**config.mk**
```make
export PLATFORM = sky130hd
export DESIGN_NAME = unsharp_mask_stage
export DESIGN_NICKNAME = d
export VERILOG_FILES = /design/src/rtl/unsharp_mask_stage.sv
export SDC_FILE = /design/constraint.sdc
export NUM_CORES = 1
export LEC_CHECK = 0
export BUFFER_PORTS_ARGS = -buffer_cell sky130_fd_sc_hd__clkbuf_2
export CORE_ASPECT_RATIO = 0.8
export CORE_UTILIZATION = 25
export CTS_CLUSTER_DIAMETER = 150
export DETAILED_ROUTE_END_ITERATION = 10
export GPL_TIMING_DRIVEN = 0
export PLACE_DENSITY = 0.43
export SETUP_SLACK_MARGIN = 0.4
export SKIP_CTS_REPAIR_TIMING = 1
export SLEW_MARGIN = 40
export SYNTH_ARGS = -nofsm -noshare
export SYNTH_HDL_FRONTEND = slang
export SYNTH_SLANG_ARGS = --single-unit
```
**constraint.sdc**
```tcl
create_clock -name clk -period 8.04 [get_ports clk]
set_input_delay 1.206 -clock clk [delete_from_list [all_inputs] [get_ports clk]]
set_output_delay 1.206 -clock clk [all_outputs]
set_load 0.05 [all_outputs]
```
**src/rtl/unsharp_mask_stage.sv**
```systemverilog
// rtl/unsharp_mask_stage.sv - unsharp-mask sharpening of aligned original/blurred pixel pairs
// Optional UNSHARP_CORING_EN adds a per-channel coring threshold input.
module unsharp_mask_stage #(
  parameter int WIDTH  = 640,
  parameter int HEIGHT = 480,
  parameter int RADIUS = 5
) (
  input  logic        clk,
  input  logic        rst,
  input  logic        pix_valid,
  input  logic        sof,
  input  logic [23:0] pix_orig,
  input  logic [23:0] pix_blur,
  input  logic [3:0]  amount,
`ifdef UNSHARP_CORING_EN
  input  logic [7:0]  coring,
`endif
  output logic [23:0] pix_out,
  output logic        out_valid,
  output logic        out_border
);

  localparam int CW = $clog2(WIDTH);
  localparam int RW = $clog2(HEIGHT);

  logic          sof_beat;
  logic [CW-1:0] col_q, col_d, cur_col;
  logic [RW-1:0] row_q, row_d, cur_row;
  logic [3:0]    amount_q, amount_d;
  logic          cur_border;

  logic          v1_q, v2_q, border1_q, border2_q;
  logic [23:0]   orig1_q, orig2_q;
  logic [3:0]    amt1_q;
  logic [23:0]   res_w;
  logic [23:0]   pix_out_q;
  logic          out_valid_q, out_border_q;

  // The sof beat itself is position (0,0) and already uses the newly latched gain.
  assign sof_beat   = pix_valid & sof;
  assign cur_col    = sof_beat ? '0 : col_q;
  assign cur_row    = sof_beat ? '0 : row_q;
  assign amount_d   = sof_beat ? amount : amount_q;
  assign cur_border = (cur_col <  CW'(RADIUS))
                    | (cur_col >= CW'(WIDTH - RADIUS))
                    | (cur_row <  RW'(RADIUS))
                    | (cur_row >= RW'(HEIGHT - RADIUS));

  always_comb begin
    col_d = col_q;
    row_d = row_q;
    if (pix_valid) begin
      if (cur_col == CW'(WIDTH - 1)) begin
        col_d = '0;
        row_d = (cur_row == RW'(HEIGHT - 1)) ? '0 : cur_row + RW'(1);
      end else begin
        col_d = cur_col + CW'(1);
        row_d = cur_row;
      end
    end
  end

  always_ff @(posedge clk or posedge rst) begin
    if (rst) begin
      col_q    <= '0;
      row_q    <= '0;
      amount_q <= '0;
    end else begin
      col_q    <= col_d;
      row_q    <= row_d;
      amount_q <= amount_d;
    end
  end

  always_ff @(posedge clk or posedge rst) begin
    if (rst) begin
      v1_q      <= 1'b0;
      v2_q      <= 1'b0;
      border1_q <= 1'b0;
      border2_q <= 1'b0;
      orig1_q   <= '0;
      orig2_q   <= '0;
      amt1_q    <= '0;
    end else begin
      v1_q <= pix_valid;
      v2_q <= v1_q;
      if (pix_valid) begin
        border1_q <= cur_border;
        orig1_q   <= pix_orig;
        amt1_q    <= amount_d;
      end
      if (v1_q) begin
        border2_q <= border1_q;
        orig2_q   <= orig1_q;
      end
    end
  end

  for (genvar c = 0; c < 3; c++) begin : g_ch
    logic signed [8:0]  d_w, d1_q;
    logic signed [13:0] p_w;
    logic signed [11:0] s_w, s2_q, t_w;
`ifdef UNSHARP_CORING_EN
    logic [8:0]         mag_w;
`endif

    always_comb begin
      d_w = $signed({1'b0, pix_orig[8*c +: 8]}) - $signed({1'b0, pix_blur[8*c +: 8]});
`ifdef UNSHARP_CORING_EN
      mag_w = d_w[8] ? $unsigned(-d_w) : $unsigned(d_w);
      if (mag_w < {1'b0, coring}) begin
        d_w = '0;
      end
`endif
    end

    // Gain is unsigned Q2.2, so the >>>2 floors the product back to integer pixel units.
    assign p_w = 14'(d1_q) * $signed(14'({1'b0, amt1_q}));
    assign s_w = 12'(p_w >>> 2);
    assign t_w = $signed({4'b0000, orig2_q[8*c +: 8]}) + s2_q;

    assign res_w[8*c +: 8] = border2_q          ? orig2_q[8*c +: 8] :
                             t_w[11]            ? 8'h00 :
                             (t_w > 12'sd255)   ? 8'hFF : t_w[7:0];

    always_ff @(posedge clk or posedge rst) begin
      if (rst) begin
        d1_q <= '0;
        s2_q <= '0;
      end else begin
        if (pix_valid) begin
          d1_q <= d_w;
        end
        if (v1_q) begin
          s2_q <= s_w;
        end
      end
    end
  end

  always_ff @(posedge clk or posedge rst) begin
    if (rst) begin
      pix_out_q    <= '0;
      out_valid_q  <= 1'b0;
      out_border_q <= 1'b0;
    end else begin
      out_valid_q <= v2_q;
      if (v2_q) begin
        pix_out_q    <= res_w;
        out_border_q <= border2_q;
      end
    end
  end

  assign pix_out    = pix_out_q;
  assign out_valid  = out_valid_q;
  assign out_border = out_border_q;

endmodule

```
==> impl_metrics.env, run 1 <==
export IMPL_status="finished clean"
export IMPL_avgSynthCellArea_um2=9.367
export IMPL_hold_path_class="register to register"
export IMPL_design_area_um2=15120
export IMPL_yosys_area_share_simple_pct=14.56
export IMPL_wl_um=36180
export IMPL_dpl_cell_area_um2=14530
export IMPL_grt_antenna_before_repair=1
export IMPL_core_um2=51570
export IMPL_wl_per_cell_um=16.38
export IMPL_maxSlewHeadroom_pct=45.30
export IMPL_drv_cap=0
export IMPL_finalSetupViolCount=0
export IMPL_synth_mux_area_share_pct=8.134
export IMPL_cts_num_sinks=168
export IMPL_synthTopCellsByArea="dfrtp_1 32%, ha_1 12%, fa_1 9.6%, mux2_2 7.7%, inv_1 5.2%"
export IMPL_synthXorXnorAreaFrac_pct=3.650
export IMPL_cts_buffers_inserted=17
export IMPL_critPathCaptureType="register"
export IMPL_clock_path_buffers=2
export IMPL_timing_fmax_mhz=210.5
export IMPL_yosys_register_bits=168
export IMPL_die_area_um2=53720
export IMPL_cts_htree_levels=4
export IMPL_yosys_warnings=0
export IMPL_overflow=0
export IMPL_synthAdderAreaFrac_pct=21.50
export IMPL_skew_ns=0.01276
export IMPL_layout_drive_gt1_share_pct=15.16
export IMPL_dp_slack_ns=3.283
export IMPL_grt_total_usage_pct=14.18
export IMPL_drc=0
export IMPL_final_cells=2209
export IMPL_drt_pass1_iter_count=7
export IMPL_netlist_area_um2=13200
export IMPL_postSynthCellCount=1409
export IMPL_drt_iter0_drc=558
export IMPL_async_reset_ff_share_pct=100.0
export IMPL_place_inst=2176
export IMPL_cts_root_buffer="clkbuf_16"
export IMPL_power_ir_vdd_worst_uv=149.7
export IMPL_synth_top_family_by_area="adder cells"
export IMPL_setup_ws_ns=3.290
export IMPL_fin_crit_sh_pct=59.08
export IMPL_row_count=74
export IMPL_synth_most_common_cell="inv_1"
export IMPL_grt_pass1_wl_um=58450
export IMPL_worstPathMaxFanout=10
export IMPL_yosys_area_top_type="dfrtp_1"
export IMPL_nNetsFinal=1756
export IMPL_via_per_inst=4.574
export IMPL_portBuffers=81
export IMPL_slew_viol_final=0
export IMPL_cts_tree="yes"
export IMPL_hold_viol=0
export IMPL_grt_pass1_vias=10340
export IMPL_synth_compound_area_share_pct=13.90
export IMPL_die_width_um=258.9
export IMPL_detail_route_antenna_nets=0
export IMPL_synth_seq_area_share_pct=31.85
export IMPL_crit_required_ns=8.39
export IMPL_grt_setup_unrepaired="no"
export IMPL_critPathArrivalTime_ns=5.10
export IMPL_die_h_um=207.5
export IMPL_initial_utilization_pct=25.59
export IMPL_p_leak_uw=0.007164
export IMPL_ys_flop_type="dfrtp_1"
export IMPL_syn_num_nets=1654
export IMPL_place_hpwl_um=29550
export IMPL_crit_type="register to register"
export IMPL_gp_congestion=0.8210
export IMPL_io_pins=82
export IMPL_syn2layout_area_growth_pct=14.56
export IMPL_synth_edf_count=0
export IMPL_cts_clk_slew_worst_paths_ns=0.08
export IMPL_r2r_slack_ns=3.29
export IMPL_synthTopCellsByCount="184 x inv_1, 168 x dfrtp_1, 126 x ha_1, 106 x nand2_1, 104 x nor2_1"
export IMPL_grt_max_degree=72
export IMPL_fin_crit_ns=4.750
export IMPL_synth_top_area_share_pct=31.85
export IMPL_cp_start_kind="register"
export IMPL_clk_latency_ns=0.46
export IMPL_vias=10104
export IMPL_powerDensity_nw_per_um2=337.3
export IMPL_p_total_uw=5099
export IMPL_worstMarginPinSlew_ns=0.8205
export IMPL_synth_cell_types=58
[per-stage QoR]
| stage | utilization [%] | hold slack (ns) | setup TNS, ns |
|---|---|---|---|
| floorplan | - | 0.3519 | 0 |
| global placement | 28.04 | 0.3633 | -15.58 |
| detailed placement | 28.16 | 0.3607 | 0 |
| CTS | 29.31 | 0.3916 | 0 |
| global route | 29.31 | 0.3965 | 0 |
| finish | 29.32 | 0.3840 | 0 |
[critical path: stages, from the launching register on]
cell	delay, ns
dfrtp_1	0.63
clkbuf_1	0.58
and2_1	0.23
ha_1	0.14
inv_1	0.05
fa_1	0.48
fa_1	0.55
inv_1	0.04
ha_1	0.34
a21o_1	0.21
a21oi_2	0.20
o21ai_1	0.13
a2111oi_0	0.47
o41a_1	0.24
xnor2_1	0.08
mux2_2	0.27
[logic make-up after synthesis]
group                      Yosys count
AOI/OAI and AO/OA                  281
xor gates and xnor gates            55
adders and majority gates          189
buffers and inverters              224
DFF                                168
muxes                               96
and+or+nand+nor                    396
[report_power, final]
part           internal, µW  total, µW  switching (µW)
Combinational          1340       3020            1680
Clock                   424        852             428
Sequential             1050       1230             179
Total                  2820       5100            2280
[flip-flops by register name (all words and copies together) (netlist names)]
signal,cells
amount_q,4
amt1_q,4
border1_q,1
border2_q,1
col_q,10
g_ch.d1_q,27
g_ch.s2_q,36
orig1_q,24
orig2_q,24
out_border,1
out_valid,1
pix_out,24
row_q,9
v1_q,1
v2_q,1
[per-layer routing]
metal	track usage (%)	routed length [µm]	part of all wire (%)	vias to the layer above
li1	-	-	-	4966
met1	20.05	18400	51	4992
met2	22.70	16500	46	129
met3	2.332	1003	2.8	17
met4	2.714	270	0.75	0
met5	0	0	0	-
[placed cells by master, fill, tap and decap left out, drive strengths merged, types with 63 or more instances in the layout]
cell    synthesis  final
fa             63     63
inv           184    193
a21oi          71     71
nor2          104    104
mux2           90     90
ha            126    126
and2           82     82
o21ai          85     85
nand2         106    106
dfrtp         168    168
clkbuf         35    134
[final timing paths]
check                                           start                      endpoint  depth (start not counted)
worst max-delay path            amt1_q[3]$_DFFE_PP0P_  g_ch[0].s2_q[10]$_DFFE_PP0P_                         15
worst min-delay path                   v1_q$_DFF_PP0_                v2_q$_DFF_PP0_                          0
worst max register to register  amt1_q[3]$_DFFE_PP0P_  g_ch[0].s2_q[10]$_DFFE_PP0P_                         15
worst min register to register         v1_q$_DFF_PP0_                v2_q$_DFF_PP0_                          0
max in group asynchronous                         rst          row_q[5]$_DFFE_PP0P_                          3
min in group asynchronous                         rst       pix_out[22]$_DFFE_PP0P_                          2
[layout make-up]
cell class	count	area, µm²
Fill cell	5475	36450
Multi-Input combinational cell	1017	8149
Sequential cell	168	4204
Tap cell	684	855.8
Inverter	185	701.9
Timing Repair Buffer	83	460.4
Clock buffer	18	439.2
Buffer	39	157.7
Clock inverter	14	148.9
Antenna cell	1	2.502
(Power assumes the default switching activity.)
==> inputs of run 2 (changes only) <==
==> constraint.sdc (replaced) <==
create_clock -name clk -period 4.95 [get_ports clk]
set_input_delay 0.7425 -clock clk [delete_from_list [all_inputs] [get_ports clk]]
set_output_delay 0.7425 -clock clk [all_outputs]
set_load 0.05 [all_outputs]
==> impl_metrics.env, run 2 (same netlist as run 1, synthesis figures left out) <==
export IMPL_worstPathMaxFanout=11
export IMPL_die_width_um=258.9
export IMPL_comb_power_share_pct=59.6
export IMPL_grt_setup_unrepaired="no"
export IMPL_power_ir_vdd_worst_uv=278.0
export IMPL_grt_pass1_wl_um=59530
export IMPL_maxSlewHeadroom_pct=49.59
export IMPL_drt_iter0_drc=474
export IMPL_row_count=74
export IMPL_clock_path_buffers=2
export IMPL_detail_route_antenna_nets=0
export IMPL_cts_num_sinks=168
export IMPL_portBuffers=81
export IMPL_wl_um=36260
export IMPL_grt_total_usage_pct=14.32
export IMPL_io_pins=82
export IMPL_grt_max_degree=25
export IMPL_regMostFlops="g_ch.s2_q"
export IMPL_layout_drive_gt1_share_pct=16.26
export IMPL_fin_crit_ns=4.379
export IMPL_powerDensity_nw_per_um2=543.8
export IMPL_critPathBufInv=3
export IMPL_path_delay_family="adder cells"
export IMPL_place_hpwl_um=30210
export IMPL_r2r_start="amt1_q[2]$_DFFE_PP0P_"
export IMPL_cts_clk_slew_worst_paths_ns=0.07
export IMPL_intPower_uw=4595
export IMPL_clk_latency_ns=0.46
export IMPL_initial_utilization_pct=25.59
export IMPL_critPathArrivalTime_ns=4.71
export IMPL_die_area_um2=53720
export IMPL_drv_cap=0
export IMPL_largest_register_ffs=36
export IMPL_crit_required_ns=5.29
export IMPL_grt_pass1_vias=10810
export IMPL_worstMarginPinSlew_ns=0.7561
export IMPL_drt_pass1_iter_count=4
export IMPL_power_frac_seq_pct=24.1
export IMPL_hold_path_class="input port to async pin"
export IMPL_r2r_end="g_ch[0].s2_q[10]$_DFFE_PP0P_"
export IMPL_wl_per_cell_um=16.35
export IMPL_nNetsFinal=1763
export IMPL_gp_congestion=0.8138
export IMPL_layout_commonest_cell="inv_1"
export IMPL_die_h_um=207.5
export IMPL_tns_ns=0
export IMPL_finalSetupViolCount=0
export IMPL_design_area_um2=15290
export IMPL_path_cells="buf_2 > and2_1 > ha_1 > inv_1 > fa_1 > fa_1 > inv_1 > ha_1 > a21o_1 > a21oi_2 > o21ai_1 > a2111oi_0 > o41a_1 > xnor2_1 > mux2_2"
export IMPL_cts_buffers_inserted=17
export IMPL_cts_htree_levels=4
export IMPL_p_sw_share_pct=44.75
export IMPL_via_per_inst=4.578
export IMPL_pwr_share_clk_pct=16.3
export IMPL_vias=10155
export IMPL_utilization_pct=29.65
export IMPL_core_um2=51570
export IMPL_dpl_cell_area_um2=14670
export IMPL_fin_crit_sh_pct=88.45
export IMPL_overflow=0
export IMPL_max_stage_delay_ns=0.54
export IMPL_hold_viol=0
export IMPL_r2r_slack_ns=0.57
export IMPL_cp_start_kind="register"
export IMPL_skew_ns=0.01507
export IMPL_crit_path_top_delay_cell="fa_1"
export IMPL_switchingPower_uw=3721
export IMPL_mostFrequentLayoutCells="183 x inv_1, 166 x dfrtp_1, 126 x ha_1, 106 x nand2_1, 104 x nor2_1"
export IMPL_critPathCaptureType="register"
export IMPL_drc=0
export IMPL_grt_antenna_before_repair=2
export IMPL_syn2layout_area_growth_pct=15.86
export IMPL_rr_worst_depth=15
export IMPL_status="finished clean"
export IMPL_slew_viol_final=0
export IMPL_largestRegisters="g_ch.s2_q: 36 flops, g_ch.d1_q: 27 flops"
export IMPL_timing_fmax_mhz=228.4
export IMPL_p_leak_uw=0.007243
export IMPL_crit_type="register to register"
export IMPL_cts_root_buffer="clkbuf_16"
export IMPL_cts_tree="yes"
run 2: cell types whose count changed in the layout (fill, tap and decap cells not counted), moves of 2 or more:
cell        change
buf_12          +4
dfrtp_1         -2
diode_2         +2
inv_8           -2
buf_16          +2
clkbuf_2        +3
clkbuf_1        -6
dfrtp_2         +2
buf_2           +3
clkinvlp_4      +2
run 2: worst max-delay path by stage:
stage	depth (start not counted)	slack (ns)	from	endpoint
floorplan	15	1.06	amt1_q[3]$_DFFE_PP0P_	g_ch[0].s2_q[10]$_DFFE_PP0P_
finish	15	0.57	amt1_q[2]$_DFFE_PP0P_	g_ch[0].s2_q[10]$_DFFE_PP0P_
global route	15	0.41	amt1_q[2]$_DFFE_PP0P_	g_ch[0].s2_q[10]$_DFFE_PP0P_
detailed placement	15	0.21	amt1_q[2]$_DFFE_PP0P_	g_ch[2].s2_q[10]$_DFFE_PP0P_
CTS	15	0.19	amt1_q[2]$_DFFE_PP0P_	g_ch[2].s2_q[10]$_DFFE_PP0P_
global placement	15	0.23	amt1_q[2]$_DFFE_PP0P_	g_ch[2].s2_q[10]$_DFFE_PP0P_
run 2: power groups by stage:
| stage | registers, µW | clock network, µW | logic (µW) |
|---|---|---|---|
| 3_3_place_gp | 2030 | 0 | 4910 |
| 3_5_place_dp | 2040 | 0 | 4980 |
| 6_report | 2000 | 1360 | 4960 |
| 5_1_grt | 2060 | 1460 | 5670 |
| 4_1_cts | 2010 | 1410 | 5010 |
| 2_1_floorplan | 2080 | 0 | 3750 |
run 2: cell type report:
cell class / instances / area (µm²)
Timing Repair Buffer: 90 / 610.6
Sequential cell: 168 / 4207
Tap cell: 684 / 855.8
Fill cell: 5532 / 36280
Clock inverter: 15 / 153.9
Multi-Input combinational cell: 1017 / 8168
Antenna cell: 3 / 7.507
Inverter: 185 / 698.2
Clock buffer: 17 / 425.4
Buffer: 39 / 165.2
run 2: through the flow:
step                instances  setup slack [ns]  hold slack (ns)  total power (µW)
global route             2215            0.4066           0.2661              9187
floorplan                1409             1.064           0.3519              5826
CTS                      2215            0.1917           0.2512              8430
global placement         2174            0.2328           0.3621              6946
finish                   2218            0.5715           0.2624              8316
detailed placement       2183            0.2084           0.3675              7011
run 2: worst reg2reg max path, stage by stage (launching register included):
cell and delay (ns):
dfrtp_2 0.51, buf_2 0.25, and2_1 0.17, ha_1 0.28, inv_1 0.06, fa_1 0.50
fa_1 0.54, inv_1 0.04, ha_1 0.34, a21o_1 0.21, a21oi_2 0.20, o21ai_1 0.13
a2111oi_0 0.47, o41a_1 0.24, xnor2_1 0.08, mux2_2 0.26
run 2: per-layer routing:
metal | share of wire [%] | up-vias | track usage [%]
li1 | - | 4971 | -
met1 | 51 | 5061 | 20.06
met2 | 46 | 103 | 23.23
met3 | 2.4 | 20 | 2.161
met4 | 0.85 | 0 | 2.897
met5 | 0 | - | 0
==> inputs of run 3 (changes only) <==
--- a/config.mk
+++ b/config.mk
@@ -6,7 +6,6 @@
 export NUM_CORES = 1
 export LEC_CHECK = 0
 export BUFFER_PORTS_ARGS = -buffer_cell sky130_fd_sc_hd__clkbuf_2
-export CORE_ASPECT_RATIO = 0.8
 export CORE_UTILIZATION = 25
 export CTS_CLUSTER_DIAMETER = 150
 export DETAILED_ROUTE_END_ITERATION = 10
==> impl_metrics.env, run 3 (same netlist as run 1, synthesis figures left out) <==
export IMPL_status="finished clean"
export IMPL_maxSlewHeadroom_pct=46.87
export IMPL_critPathCaptureType="register"
export IMPL_drt_iter0_drc=408
export IMPL_slew_viol_final=0
export IMPL_grt_pass1_vias=9782
export IMPL_clock_path_buffers=2
export IMPL_syn2layout_area_growth_pct=16.13
export IMPL_rr_worst_depth=15
export IMPL_cts_buffers_inserted=17
export IMPL_wl_um=34950
export IMPL_gr_usage_met3_pct=2.124
export IMPL_die_area_um2=53710
export IMPL_drt_pass1_iter_count=4
export IMPL_cts_root_buffer="clkbuf_16"
export IMPL_critPathBufInv=3
export IMPL_layout_commonest_cell="inv_1"
export IMPL_drc=0
export IMPL_cts_clk_slew_worst_paths_ns=0.07
export IMPL_nNetsFinal=1763
export IMPL_tns_ns=0
export IMPL_largest_register_ffs=36
export IMPL_grt_antenna_before_repair=0
export IMPL_die_h_um=231.8
export IMPL_grt_busiest_layer="met2"
export IMPL_critPathArrivalTime_ns=4.71
export IMPL_clk_latency_ns=0.46
export IMPL_vias=9769
export IMPL_grt_pass1_wl_um=56010
export IMPL_die_width_um=231.8
export IMPL_r2r_slack_ns=0.59
export IMPL_crit_type="register to register"
export IMPL_max_stage_delay_ns=0.52
export IMPL_r2r_start="amt1_q[3]$_DFFE_PP0P_"
export IMPL_use_met1_pct=18.75
export IMPL_grt_setup_unrepaired="yes"
export IMPL_cp_start_kind="register"
export IMPL_path_cells="clkbuf_2 > and2_1 > ha_1 > inv_1 > fa_1 > inv_1 > fa_1 > ha_1 > a21o_1 > a21oi_1 > o21ai_0 > o211a_1 > o21a_1 > or3_1 > a31o_2"
export IMPL_place_inst=2179
export IMPL_timing_fmax_mhz=229.4
export IMPL_cts_num_sinks=168
export IMPL_p_leak_uw=0.007248
export IMPL_grt_max_degree=25
export IMPL_place_hpwl_um=29280
export IMPL_fin_crit_ns=4.360
export IMPL_hold_viol=0
export IMPL_grt_use_met2_pct=21.47
export IMPL_utilization_pct=29.63
export IMPL_grt_total_usage_pct=13.60
export IMPL_crit_path_top_delay_cell="fa_1"
export IMPL_path_delay_family="adder cells"
export IMPL_r2r_end="g_ch[1].s2_q[8]$_DFFE_PP0P_"
export IMPL_worstMarginPinSlew_ns=0.7970
export IMPL_mostFrequentLayoutCells="183 x inv_1, 167 x dfrtp_1, 126 x ha_1, 106 x nand2_1, 104 x nor2_1"
export IMPL_cts_htree_levels=4
export IMPL_via_per_inst=4.418
export IMPL_initial_utilization_pct=25.52
export IMPL_p_total_uw=8350
export IMPL_core_um2=51720
export IMPL_power_ir_vdd_worst_uv=308.7
export IMPL_final_cells=2211
export IMPL_largestRegisters="g_ch.s2_q: 36 flops, g_ch.d1_q: 27 flops"
export IMPL_cts_tree="yes"
export IMPL_io_pins=82
export IMPL_n_antenna_cell=0
export IMPL_portBuffers=81
export IMPL_cp_depth=15
export IMPL_row_count=83
export IMPL_crit_required_ns=5.30
export IMPL_worstPathMaxFanout=10
export IMPL_gp_congestion=0.8243
export IMPL_layout_drive_gt1_share_pct=15.48
export IMPL_hold_path_class="input port to async pin"
export IMPL_overflow=0
export IMPL_wl_per_cell_um=15.81
export IMPL_skew_ns=0.009105
export IMPL_detail_route_antenna_nets=0
export IMPL_powerDensity_nw_per_um2=544.8
export IMPL_drv_cap=0
export IMPL_finalSetupViolCount=0
export IMPL_n_fill_cell=5492
export IMPL_regMostFlops="g_ch.s2_q"
export IMPL_fin_crit_sh_pct=88.08
## run 3: cell types whose count changed in the layout (fill, tap and decap cells not counted), moves of 2 or more
cell,change
inv_8,-5
buf_16,+3
buf_2,-3
clkbuf_8,+2
diode_2,-3
clkbuf_1,+9
buf_12,-2
clkinv_8,-2
clkbuf_2,-5
bufinv_16,+3
## run 3: worst reg2reg max path, cell delays in order (launching register included)
cell,delay [ns]
dfrtp_1,0.51
clkbuf_2,0.27
and2_1,0.21
ha_1,0.27
inv_1,0.05
fa_1,0.52
inv_1,0.05
fa_1,0.49
ha_1,0.36
a21o_1,0.20
a21oi_1,0.29
o21ai_0,0.14
o211a_1,0.16
o21a_1,0.19
or3_1,0.31
a31o_2,0.23
## run 3: final cells by class
| class | count | area [µm²] | share of cell area (%) |
|---|---|---|---|
| Multi-Input combinational cell | 1017 | 8158 | 53.23 |
| Clock inverter | 12 | 163.9 | 1.069 |
| Clock buffer | 20 | 456.7 | 2.980 |
| Timing Repair Buffer | 90 | 638.1 | 4.164 |
| Inverter | 185 | 698.2 | 4.555 |
| Sequential cell | 168 | 4205 | 27.44 |
| Tap cell | 680 | 850.8 | 5.551 |
| Buffer | 39 | 155.1 | 1.012 |
## run 3: metal layers
metal  up-vias  share of wire (%)
met5         -                  0
met3        37                2.2
met1      4637                 51
met2       120                 45
met4         0                2.1
li1       4975                  -
## run 3: worst max path at each step
stage	from	endpoint
final	amt1_q[3]$_DFFE_PP0P_	g_ch[1].s2_q[8]$_DFFE_PP0P_
after global routing	amt1_q[3]$_DFFE_PP0P_	g_ch[0].s2_q[10]$_DFFE_PP0P_
after CTS	amt1_q[2]$_DFFE_PP0P_	g_ch[0].s2_q[10]$_DFFE_PP0P_
after detailed placement	amt1_q[2]$_DFFE_PP0P_	g_ch[0].s2_q[10]$_DFFE_PP0P_
after global placement	amt1_q[2]$_DFFE_PP0P_	g_ch[0].s2_q[10]$_DFFE_PP0P_
after floorplan	amt1_q[3]$_DFFE_PP0P_	g_ch[0].s2_q[10]$_DFFE_PP0P_
## run 3: power by group
part	internal, µW	total (µW)	switching [µW]
clock	827	1450	623
combinational	2200	4900	2700
sequential	1710	2000	294
total	4730	8350	3610
## run 3: stage by stage
| stage | area, µm² | hold slack [ns] | setup slack, ns |
|---|---|---|---|
| global placement | 14460 | 0.3616 | 0.3578 |
| global route | 15330 | 0.1925 | 0.3201 |
| floorplan | 13200 | 0.3519 | 1.064 |
| CTS | 15310 | 0.1809 | 0.3683 |
| detailed placement | 14690 | 0.3620 | 0.3750 |
| finish | 15330 | 0.2036 | 0.5902 |
